[src/rtl/text_mode_renderer.sv]
// Text-mode video renderer: pixel position -> text RAM -> font ROM -> CGA palette RGB.
// Four-stage pipeline (8x16 cells, blink, underline cursor) with syncs delayed to match.
module text_mode_renderer #(
    parameter int H_PIXELS     = 800,
    parameter int V_PIXELS     = 600,
    parameter int CURSOR_START = 14
) (
    input  logic                                         pixel_clk,
    input  logic                                         reset_n,
    input  logic                                         en,
    input  logic [$clog2(H_PIXELS)-1:0]                  h_pos,
    input  logic [$clog2(V_PIXELS)-1:0]                  v_pos,
    input  logic                                         h_sync_in,
    input  logic                                         v_sync_in,
    input  logic                                         cursor_en,
    input  logic [6:0]                                   cursor_col,
    input  logic [5:0]                                   cursor_row,
    output logic [$clog2((H_PIXELS/8)*(V_PIXELS/16))-1:0] text_addr,
    input  logic [15:0]                                  text_data,
    output logic [11:0]                                  font_addr,
    input  logic [7:0]                                   font_data,
    output logic [11:0]                                  rgb,
    output logic                                         h_sync_out,
    output logic                                         v_sync_out
);

    localparam int HW       = $clog2(H_PIXELS);
    localparam int VW       = $clog2(V_PIXELS);
    localparam int COLS     = H_PIXELS / 8;
    localparam int ROWS     = V_PIXELS / 16;
    localparam int AW       = $clog2(COLS * ROWS);
    localparam int V_ACTIVE = ROWS * 16;

    logic [HW-4:0] cell_col;
    logic [VW-5:0] cell_row;
    logic [AW-1:0] cell_addr;
    logic          active;
    logic          cursor_hit;

    logic [2:0] x1, x2, x3;
    logic [3:0] y1, y2;
    logic       act1, act2, act3;
    logic       cur1, cur2, cur3;
    logic       hs1, hs2, hs3;
    logic       vs1, vs2, vs3;
    logic [7:0] attr;
    logic [4:0] frame_cnt;

    logic       lit;
    logic [3:0] colour;

    assign cell_col = h_pos[HW-1:3];
    assign cell_row = v_pos[VW-1:4];

    // Partial bottom text row (lines >= ROWS*16) is treated as blank border.
    always_comb begin
        active     = (int'(h_pos) < H_PIXELS) && (int'(v_pos) < V_ACTIVE);
        cell_addr  = AW'(int'(cell_row) * COLS + int'(cell_col));
        cursor_hit = cursor_en
                     && (int'(cell_col) == int'(cursor_col))
                     && (int'(cell_row) == int'(cursor_row))
                     && (int'(v_pos[3:0]) >= CURSOR_START);
    end

    assign font_addr = {text_data[7:0], y2};

    // Cursor is applied after blink so an underline stays visible on hidden text.
    always_comb begin
        lit = font_data[3'd7 - x3];
        if (attr[7] && frame_cnt[4])
            lit = 1'b0;
        if (cur3 && frame_cnt[3])
            lit = 1'b1;
        colour = lit ? attr[3:0] : {1'b0, attr[6:4]};
    end

    function automatic logic [11:0] cga(input logic [3:0] c);
        case (c)
            4'h0:    return 12'h000;
            4'h1:    return 12'h00A;
            4'h2:    return 12'h0A0;
            4'h3:    return 12'h0AA;
            4'h4:    return 12'hA00;
            4'h5:    return 12'hA0A;
            4'h6:    return 12'hA50;
            4'h7:    return 12'hAAA;
            4'h8:    return 12'h555;
            4'h9:    return 12'h55F;
            4'hA:    return 12'h5F5;
            4'hB:    return 12'h5FF;
            4'hC:    return 12'hF55;
            4'hD:    return 12'hF5F;
            4'hE:    return 12'hFF5;
            default: return 12'hFFF;
        endcase
    endfunction

    always_ff @(posedge pixel_clk or negedge reset_n) begin
        if (!reset_n) begin
            text_addr  <= '0;
            x1 <= '0;  y1 <= '0;  act1 <= 1'b0;  cur1 <= 1'b0;
            x2 <= '0;  y2 <= '0;  act2 <= 1'b0;  cur2 <= 1'b0;
            x3 <= '0;  act3 <= 1'b0;  cur3 <= 1'b0;
            hs1 <= 1'b1;  hs2 <= 1'b1;  hs3 <= 1'b1;
            vs1 <= 1'b1;  vs2 <= 1'b1;  vs3 <= 1'b1;
            attr       <= '0;
            frame_cnt  <= '0;
            rgb        <= '0;
            h_sync_out <= 1'b1;
            v_sync_out <= 1'b1;
        end else if (en) begin
            if (active)
                text_addr <= cell_addr;
            x1   <= h_pos[2:0];
            y1   <= v_pos[3:0];
            act1 <= active;
            cur1 <= cursor_hit;
            hs1  <= h_sync_in;
            vs1  <= v_sync_in;

            x2   <= x1;
            y2   <= y1;
            act2 <= act1;
            cur2 <= cur1;
            hs2  <= hs1;
            vs2  <= vs1;

            attr <= text_data[15:8];
            x3   <= x2;
            act3 <= act2;
            cur3 <= cur2;
            hs3  <= hs2;
            vs3  <= vs2;

            rgb        <= act3 ? cga(colour) : 12'h000;
            h_sync_out <= hs3;
            v_sync_out <= vs3;

            if (h_pos == '0 && v_pos == '0)
                frame_cnt <= frame_cnt + 5'd1;
        end
    end

endmodule

[config.mk]
export PLATFORM = sky130hd
export DESIGN_NAME = text_mode_renderer
export DESIGN_NICKNAME = d
export VERILOG_FILES = /design/src/rtl/text_mode_renderer.sv
export SDC_FILE = /design/constraint.sdc
export NUM_CORES = 1
export LEC_CHECK = 0
export CELL_PAD_IN_SITES_DETAIL_PLACEMENT = 2
export CELL_PAD_IN_SITES_GLOBAL_PLACEMENT = 2
export CORE_MARGIN = 3
export CORE_UTILIZATION = 27
export CTS_CLUSTER_DIAMETER = 120
export DETAILED_ROUTE_END_ITERATION = 8
export GPL_TIMING_DRIVEN = 0
export MAX_ROUTING_LAYER = met4
export PLACE_DENSITY_LB_ADDON = 0.1
export SYNTH_ARGS = -nofsm -noshare
export SYNTH_HDL_FRONTEND = slang
export SYNTH_SLANG_ARGS = --single-unit
[constraint.sdc]
create_clock -name pixel_clk -period 1.7 [get_ports pixel_clk]
set_input_delay 0.17 -clock pixel_clk [delete_from_list [all_inputs] [get_ports pixel_clk]]
set_output_delay 0.17 -clock pixel_clk [all_outputs]
set_load 0.01 [all_outputs]
# Yosys cells after proc, flatten, opt, wreduce, memory -nomap -nowiden
# Memories as Yosys holds them, arrays and structs flattened.
# Index checks and enable logic that the tools add are counted.
# totals
register_bits,68
rom_bits,192
in_bits,63
output_inout_bits,38
word_cells,51
mem_count,1
# mem_list
name,depth,word_bits,read_ports,rd_ports_with_merged_regs,write_ports,line_no,source
(name not given),16,12,1,0,0,78,case (c)
# classes
addsub,3
mul,1
n_lt_le_gt_ge,4
n_eq_ne,2
n_mux,6
reduce_logical,11
# op_table
op,count
$logic_not A10 Y1,2
$lt A10 B10 Y1 const B,2
$add A12 B7 Y12,1
$mux W12,1
$mul A6 B5 Y10 const B,1
$eq A7 B7 Y1,1
$logic_and A1 B1 Y1,7
$eq A6 B6 Y1,1
$add A5 B1 Y5 const B,1
$ge A4 B4 Y1 const B,1
$lt A3 B4 Y1 const B,1
$mux W4,1
$reduce_and A2 Y1,2
$bmux W1 S3,1
$mux W1,3
$sub A3 B3 Y3 const A,1

# Depth between registers and ports, before layout
# An unclocked memory read counts as a cell.
# depth
word_depth,8
mapped_depth,11
ltp_nobuf,11

# Least setup slack after synthesis
# No wires, ideal clock.
# synth_timing
kind,input to register
from,input v_pos[5]
to,register text_addr[11]
arrival_ns,2.572
required_time_ns,1.576
setup_slack_ns,-0.996
cell_stages,10
path_buffers,0
path_cell_list,ha_1 > ha_1 > ha_1 > inv_1 > fa_1 > xnor2_1 > nor3b_1 > o31ai_1 > o311a_1 > o31a_1
# synth_between
elab_chain_len,3
elab_cells_between_ends,5
classes_between,add/sub: 1; mul: 1; order compare: 1; reduce/logical: 2
# synth_rtl
element,line_no,source
start: declaration,12,"input logic [$clog2(V_PIXELS)-1:0] v_pos,"
branches (longest 3 deep; another with $add A12 B7 Y12),-,
end signal: assignment,113,text_addr <= cell_addr;
end: declaration,18,"output logic [$clog2((H_PIXELS/8)*(V_PIXELS/16))-1:0] text_addr,"
# Several ways; the timed one is not identified.
# A chain may end at the register's enable or synchronous reset.

# Worst setup path in the final report
# layout_timing
from,input v_pos[8]
to,register text_addr[11]
# Same word-level chain as after synthesis.

==> impl_results.md <==
* Status: finished with violations
* Failing checks: negative setup slack
* Clock sinks at 61
* Synth Area in Compound Gates at 0.0943
* Total number of vias at 2800
* Final Net Count at 529
* Fillers at 1337
* Worst slew pin tran at 0.788 ns
* Area post-placement at 4830 um^2
* Power after layout at 5590 uW
* PwrDens at 1010 nW/um^2
* H-tree levels at 3
* DR iter-0 viols at 86
* Initial Utilization at 0.279
* Netlist Area Pre-Place at 3550 um^2
* Max Slew Vio Count at 0
* Clk buf depth at 2
* Number of global-route vias before repair at 3242
* Antenna Cells at 0
* CP bufs+invs at 2
* Core area at 12700 um^2
* Final wirelength at 10100 um
* Setup TNS at -2.49 ns
* Post-Synth Adder-Cell Area at 0.124
* Startpoint Class: input port
* Commonest non-fill, non-tap cell in the layout: clkdlybuf4s50_1
* CP delay by family, top: adder cells
* Detail-routed via count per cell at 4.61
* Largest family of logic cells by synthesized area: multiplexers
* Max VDD drop at 0.000450 V
* Hpwl dp at 7650 um
* Leak at 0.00235 uW
* Hold Violations, Final at 0
* Area contributors post-synth: dfrtp_1 37%, mux2_2 13%, ha_1 11%, dfstp_2 5.9%, xnor2_1 4.9%
* Worst EP required at 1.97 ns
* Main flop type after synthesis: dfrtp_1
* # IOs at 101
* Detail Route Antenna Nets at 0
* Fin worst setup slack at -0.639 ns
* First-pass iteration count of the detailed router at 6
* Delay of the slowest critical-path stage at 0.37 ns
* Clk_lat worst skew at 0.33 ns
* Syn_nets at 405
* Hold Crit Class: input port to register
* Clock buffers created by TritonCTS at 9
* Crit path time final at 2.34 ns
* Seq/Total Area, Yosys at 0.432
* GRT Overall Usage at 0.150
* Clock transition at path regs at 0.05 ns
* Root buf cell: clkbuf_16
* Crit-path cells: buf_4 -> inv_1 -> ha_1 -> ha_1 -> ha_4 -> ha_4 -> or2_2 -> a21o_1 -> a2111oi_4 -> o31a_1
* Highest-count cells in the layout ignoring fill and taps: 79 x clkdlybuf4s50_1, 52 x dfrtp_1, 40 x mux2_2
* Hold Slack at 0.252 ns
* CTS tree: done
* GRT overflow at 0
* Critical path class: input port to register
* Clock Skew at 0.0106 ns
* Avg Inst Size Synth at 11.5 um^2
* RSZ-0062 raised after global routing: true
* Number of synthesized flops with an enable pin at 0
* Fmax achieved at 0.428 GHz
* Leading area contributor after synthesis: dfrtp_1
* Async S/R FF share, synth at 1.00
* Die area at 14600 um^2
* XOR/XNOR Fraction of Synth Area at 0.0641
* Largest net degree at the start of global routing at 62
* WL/cell at 16.7 um
* Global-route wire length before repair at 16600 um
* Max_slew headroom at 0.475
* Maxcap violations at 0
* Crit path max fanout at 5
* Crit path DAT at 2.60 ns
* Yosys top cell area share at 0.373
* Fraction of layout cells with a size suffix above 1 at 0.363
* Slowest CP cell: a2111oi_4
* Row count at 41
* Die Y-Extent at 121 um
* Area grow syn2layout at 56.0%
* Die W at 121 um
* Endpoint class of the critical path: register
* Mapped Cells at 308
* Simple-Gate Fraction of Synth Area at 0.0898
* DRC Markers at 0
* Initial antenna violation count at 0
* Finished Cell Area at 5550 um^2
* #FFs+latches synth at 61
* Tcrit/Tclk final at 1.38
* Synth Warn # at 0
* Routability Congestion at 0.717
* Yosys cell types at 50
* IO Port Bufs at 92
* Mux cell area share after synthesis at 0.137
* Final setup violation count at 10
## where the power goes
part,internal (uW),switching (uW)
Combinational,1230,874
Sequential,1710,143
Clock,1040,586
## per-stage QoR
stage	instances	utilization	worst slack [ns]
after floorplan	308	-	-0.791
after global placement	572	0.380	-1.74
after detailed placement	572	0.379	-1.77
after CTS	603	0.426	-0.639
after global routing	607	0.436	-0.725
final	607	0.436	-0.639
## logic make-up (layout without fill, tap and decap cells)
logic type / after synthesis / in the layout
DFF: 61 / 61
and+or+nand+nor: 58 / 58
AOI/OAI and AO/OA: 45 / 45
muxes: 43 / 43
buffers and inverters: 41 / 168
adders and majority gates: 34 / 34
xor gates and xnor gates: 26 / 26
## what timing repair did
action                                  CTS  global route
pin swaps                                14            11
setup buffers                            16             5
hold buffers                              1             0
endpoints found under the setup margin   58            22
gates resized for setup                  83            19
hold endpoints to repair                 53             0
## layout make-up
cell class | count | area (um^2) | area share
clock inverters | 2 | 10.0 | 0.00181
repair buffers | 113 | 1120 | 0.202
well taps | 172 | 215 | 0.0388
clock buffers | 12 | 256 | 0.0463
plain buffers | 23 | 154 | 0.0278
inverters | 18 | 72.6 | 0.0131
multi-input cells | 206 | 2180 | 0.393
flip-flops and latches | 61 | 1540 | 0.277
## Yosys cell counts, types with 2 or more instances
library cell,number
nand4b_1,2
ha_1,32
nand2b_1,4
inv_1,18
nor4b_1,2
nand2_1,15
a211oi_1,3
mux2_2,40
o21ai_0,16
a21o_1,2
nand4_1,6
mux2i_1,2
xnor2_1,20
nor2_1,10
o22ai_1,3
nor3b_1,3
a311o_1,2
buf_4,15
nand3_1,4
clkbuf_1,5
a21oi_1,2
o21bai_1,3
buf_1,3
dfstp_2,8
nor2b_1,4
o31ai_1,2
fa_1,2
xor2_1,6
dfrtp_1,53
## final timing paths
path	from	end	slack, ns	cells past startpoint
max in group asynchronous	reset_n	x3[1]	0.68	2
worst max-delay path	v_pos[8]	text_addr[11]	-0.64	10
worst min-delay path	h_pos[4]	text_addr[1]	0.25	2
min in group asynchronous	reset_n	attr[7]	0.48	2
worst min register to register	text_addr[9]	text_addr[9]	0.48	2
worst max register to register	x3[1]	rgb[9]	-0.21	5
## metal layers
| layer | GRT usage | wire (um) | vias up |
|---|---|---|---|
| met4 | 0.0425 | 99 | 0 |
| met2 | 0.257 | 5160 | 70 |
| met5 | - | 0 | - |
| met1 | 0.179 | 4490 | 1398 |
| li1 | - | - | 1325 |
| met3 | 0.0337 | 365 | 7 |
## sequential cells by signal, summed over array words and instances (netlist names), 3 cells and up
name       flops
rgb            5
attr           8
y1             4
x1             3
frame_cnt      5
x3             3
y2             4
x2             3
text_addr     12
Note: power is estimated with default switching activity, not from simulation.
==> patch 1 (config.mk and constraints unchanged) <==
`H_PIXELS`: 800 -> 1600.
--- a/src/rtl/text_mode_renderer.sv
+++ b/src/rtl/text_mode_renderer.sv
@@ -2,5 +2,5 @@
 // Four-stage pipeline (8x16 cells, blink, underline cursor) with syncs delayed to match.
 module text_mode_renderer #(
-    parameter int H_PIXELS     = 800,
+    parameter int H_PIXELS     = 1600,
     parameter int V_PIXELS     = 600,
     parameter int CURSOR_START = 14
Interface: changed (resized h_pos and text_addr); port bits go from 101 to 103. No check against the original RTL was run, so the function may have changed too.
==> patch 1 against the unedited design <==
  * The run still ends with setup timing left
  * Sequential cell count increased by 1
  * Area after synthesis up 1.4%
  * Combinational power rose by 3%
  * Synthesized cell count up 0.65%
  * Largest cell class unchanged
  * Power increased by 5.0%
  * Worst setup slack better by 0.0032 ns
  * Wire length up 6.7%
  * Critical path depth increased by 1
  * Design area is 1.4% higher
==> patch 1: results (changes against the unedited design) <==
Routed wire per std cell 17.7 um (+6.2%); Clock H-tree levels 3 (unchanged); Rel. slew slack 0.457 (-0.0175); Primary FF master, synth dfrtp_1; Clock Pin Slew Worst Setup and Hold Paths 0.06 ns; Area contributors post-synth dfrtp_1 (38%), mux2_2 (13%), ha_1 (11%); setup tns final -3.03 ns (-0.538 ns); Nets 531 (+0.38%); status finished, violations left; Mapped Cells 310 (+0.65%); Inst Count DP 576 (+0.70%); final setup skew 0.00700 ns (-0.00359 ns); port bufs 94 (+2.2%); post-synthesis cell type count 48 (-4.0%); worst-path maximum fanout 5 (unchanged); First DRT Iteration DRCs 74 (-14%); worst min-delay path class in -> reg; first-pass GRT wire length 17,100 um (+3.1%); gpl congestion 0.750 (+4.6%); Setup violations, final 9 (-1); critical path's largest stage delay 0.43 ns (+0.06 ns); violations in the final reports setup timing; fraction of layout cells with a size suffix above 1 0.365 (+0.00208); # fillers 1,315 (-1.6%); syn_nets 408 (+0.74%); sequential share of the synthesized area 0.433 (+0.00109); half-perimeter wire length after placement 8140 um (+6.3%); worst path arrival time 2.55 ns (-0.05 ns); maximum vdd drop 0.548 mV (+22%); Total Routing Usage GR 0.156 (+0.00591); vias per cell 4.64 (+0.50%); post-route worst setup slack -0.635 ns (+0.00322 ns); top flop regs text_addr (13), attr (8); Max stage delay cell, worst path fa_2; largest net degree at the start of global routing 63 (+1.6%); drt total wl 10,800 um (+6.7%); Leak 2.40 nW (+2.4%); vias in the first global route 3,171 (-2.2%); dpl cell area 4900 um2 (+1.5%); most instantiated cells after synthesis dfrtp_1 (54), mux2_2 (41), ha_1 (32); Detailed Routing Iterations Pass 1 4 (-2)
## patch 1: cell types whose count changed after synthesis, sizes merged, moves of 2 or more
cell,delta
nor3,-2
nor4,+3
nor4b,-2
or4b,+2
xnor2,-4
xor2,+4
## patch 1: logic make-up (layout without fill, tap and decap cells)
logic type | Yosys count | after routing | synth area share
xor+xnor | 26 | 26 | 0.0632
simple gates | 58 | 58 | 0.0941
buf+inv | 41 | 169 | 0.0583
fa+ha+maj | 34 | 34 | 0.122
mux | 44 | 44 | 0.138
flops | 62 | 62 | 0.433
compound gates | 45 | 45 | 0.0910
## patch 1: where the power goes
part / switching (mW) / internal, mW / leakage, nW / total (mW)
sequential: 0.147 / 1.74 / 0.749 / 1.89
clock: 0.647 / 1.17 / 0.143 / 1.82
combinational: 0.920 / 1.24 / 1.51 / 2.16
total: 1.71 / 4.15 / 2.40 / 5.87
## patch 1: final timing paths
check | start | to | slack (ns) | cells after the start
hold reg to reg | text_addr[5] | text_addr[5] | 0.49 | 2
setup reg to reg | x3[1] | rgb[9] | -0.21 | 5
setup / recovery | v_pos[5] | text_addr[12] | -0.64 | 11
max in group asynchronous | reset_n | x3[1] | 0.66 | 2
min in group asynchronous | reset_n | x3[1] | 0.49 | 2
hold / removal | v_pos[1] | y1[1] | 0.16 | 2
## patch 1: per-stage QoR
stage	hold slack (ns)	setup slack, ns
after global placement	0.470	-1.84
after detailed placement	0.334	-1.87
final	0.158	-0.635
after floorplan	-0.126	-0.791
after global routing	0.155	-0.702
after CTS	0.263	-0.640
## patch 1: layout make-up
class	count	area [um2]	share of cell area
inverters	18	70.1	0.0125
repair buffers	112	1110	0.198
clock buffers	12	246	0.0438
flip-flops and latches	62	1560	0.278
clock inverters	4	47.5	0.00845
plain buffers	23	153	0.0271
well taps	172	215	0.0383
multi-input cells	207	2220	0.395
## patch 1: critical path: cells and delay by family
family | cells | cell delay (ns)
xor gates and xnor gates | 1 | 0.17
AOI/OAI and AO/OA | 3 | 0.66
buffers and inverters | 2 | 0.16
adders and majority gates | 4 | 1.16
and+or+nand+nor | 1 | 0.23
## patch 1: routing by layer
| metal | wire length, um | vias to the layer above | GRT usage |
|---|---|---|---|
| met5 | 0 | - | - |
| met1 | 4460 | 1415 | 0.181 |
| met2 | 5720 | 65 | 0.273 |
| met3 | 498 | 11 | 0.0368 |
| li1 | - | 1337 | - |
| met4 | 116 | 0 | 0.0399 |
## patch 1: what timing repair did
item / 4_1_cts / 5_1_grt
resized for setup: 78 / 27
pin swaps: 15 / 15
hold buffers: 1 / 0
hold endpoints to repair: 54 / 0
buffers inserted: 13 / 4
endpoints found under the setup margin: 49 / 23
==> patch 2 (same settings) <==
Without the edit above. Make the reset (`reset_n`) synchronous in one clocked block.
--- a/src/rtl/text_mode_renderer.sv
+++ b/src/rtl/text_mode_renderer.sv
@@ -96,5 +96,5 @@
     endfunction
 
-    always_ff @(posedge pixel_clk or negedge reset_n) begin
+    always_ff @(posedge pixel_clk) begin
         if (!reset_n) begin
             text_addr  <= '0;
Function: differs if reset_n is asserted again (counterexample within 4 cycles, from zero or initial values and one cycle with reset_n low); with reset_n held inactive, the same outputs for 10 cycles.
==> patch 2 against the unedited design <==
  * The flow still finishes with violations (setup timing)
  * Via count grew 11%
  * Worst setup slack gained 0.24 ns
  * Sequential cell count is the same
  * Count of clock-buffer cells in the layout is the same
  * Wire length grew 5.4%
  * Register-to-register slack gained 0.27 ns
  * Largest power group is now the clock network
  * Critical path type unchanged
  * Sequential share of layout area shrank 5.4 points
  * Power shrank 17%
  * Area after synthesis shrank 1.5%
  * Design area shrank 0.90%
==> patch 2: results (changes against the unedited design) <==
status finished, violations left; violations in the final reports setup timing; First DRT Iteration DRCs 49 (-43%); half-perimeter wire length after placement 8390 um (+9.7%); Detailed Routing Iterations Pass 1 4 (-2); fraction of layout cells with a size suffix above 1 0.249 (-0.114); Max stage delay cell, worst path a2111o_1; initial antenna violation count 0 (unchanged); maximum vdd drop 0.434 mV (-3.6%); final setup skew 0.00593 ns (-0.00466 ns); reg2reg path depth 5 (unchanged); Rel. slew slack 0.671 (+0.197); clk root buf clkbuf_16; post-synthesis cell type count 51 (+2.0%); gpl congestion 0.742 (+3.5%); critical path's top delay family adder cells; Leak 2.17 nW (-7.7%); drt total wl 10,700 um (+5.4%); vias in the first global route 3,373 (+4.0%); vias per cell 4.66 (+0.96%); pre-CTS WS -1.61 ns (+0.160 ns); Mapped Cells 377 (+22%); top flop regs text_addr (12), attr (8); Routed wire per std cell 16.0 um (-3.8%); port bufs 92 (unchanged); Post-synth ARST share 0 (-1.00); NetSw 1.30 mW (-19%); dpl cell area 4890 um2 (+1.4%); Nets 589 (+11%); worst-path maximum fanout 4 (-1); Clock Latency Late Sink 0.33 ns (about the same); most instantiated cells after synthesis dfxtp_1 (61), nor2_1 (54), mux2i_1 (43); Inst Count DP 637 (+11%); Ys Warns 0 (unchanged); Area contributors post-synth dfxtp_1 (35%), mux2i_1 (12%), ha_1 (11%); first-pass GRT wire length 17,200 um (+3.4%); setup tns final -1.38 ns (+1.11 ns); sequential share of the synthesized area 0.349 (-0.0835); Total Routing Usage GR 0.157 (+0.00693); post-route worst setup slack -0.403 ns (+0.236 ns); worst path arrival time 2.36 ns (-0.24 ns); Synth top area share 0.349 (-0.0244); largest net degree at the start of global routing 11 (-82%); Setup violations, final 6 (-4); critical path's largest stage delay 0.39 ns (+0.02 ns); Primary FF master, synth dfxtp_1; syn_nets 474 (+17%); hold depth 3 (+1)
patch 2: cell types whose count changed after synthesis, moves of 5 or more:
cell	delta
a21oi_1	+9
o21ai_0	-5
mux2_2	-40
dfxtp_1	+61
dfstp_2	-8
mux2i_1	+41
dfrtp_1	-53
nor2_1	+44
nand2_1	+6
patch 2: routing by layer:
layer  up-vias  part of all wire  track usage
met1      1500              0.44        0.182
met2        70              0.50        0.268
met5         -                 0            -
met3        12             0.044       0.0349
met4         0             0.014       0.0580
li1       1515                 -            -
patch 2: layout make-up:
cell class	instances	area, um2
Multi-Input combinational cell	270	2480
Inverter	18	85.1
Buffer	28	178
Timing Repair Buffer	104	1040
Fill cell	1291	6870
Tap cell	168	210
Clock inverter	4	22.5
Clock buffer	12	256
Sequential cell	61	1220
patch 2: worst paths after layout:
kind                   start             to  slack (ns)
hold / removal      h_pos[3]   text_addr[0]        0.24
hold reg to reg   v_sync_out     v_sync_out        0.47
setup reg to reg       x3[0]         rgb[7]        0.06
setup / recovery    v_pos[5]  text_addr[11]       -0.40
patch 2: cell families (layout without fill, tap and decap cells):
logic type,Yosys count,count (layout),synth area share
muxes,46,46,0.142
and+or+nand+nor,115,115,0.153
adders and majority gates,34,34,0.126
DFF,61,61,0.349
AOI/OAI and AO/OA,49,49,0.0965
xor gates and xnor gates,26,26,0.0650
buffers and inverters,46,166,0.0689
patch 2: power by group through the flow:
stage	clock network (mW)	logic, mW	registers (mW)
2_1_floorplan	0	0.706	1.57
5_1_grt	1.84	1.52	1.54
3_5_place_dp	0	1.13	1.57
4_1_cts	1.76	1.24	1.54
3_3_place_gp	0	1.10	1.56
6_report	1.69	1.38	1.54
patch 2: what timing repair did:
action,CTS,global route
gates resized for setup,57,36
buffers inserted,8,4
setup endpoints to repair,20,48
pin swaps,11,15
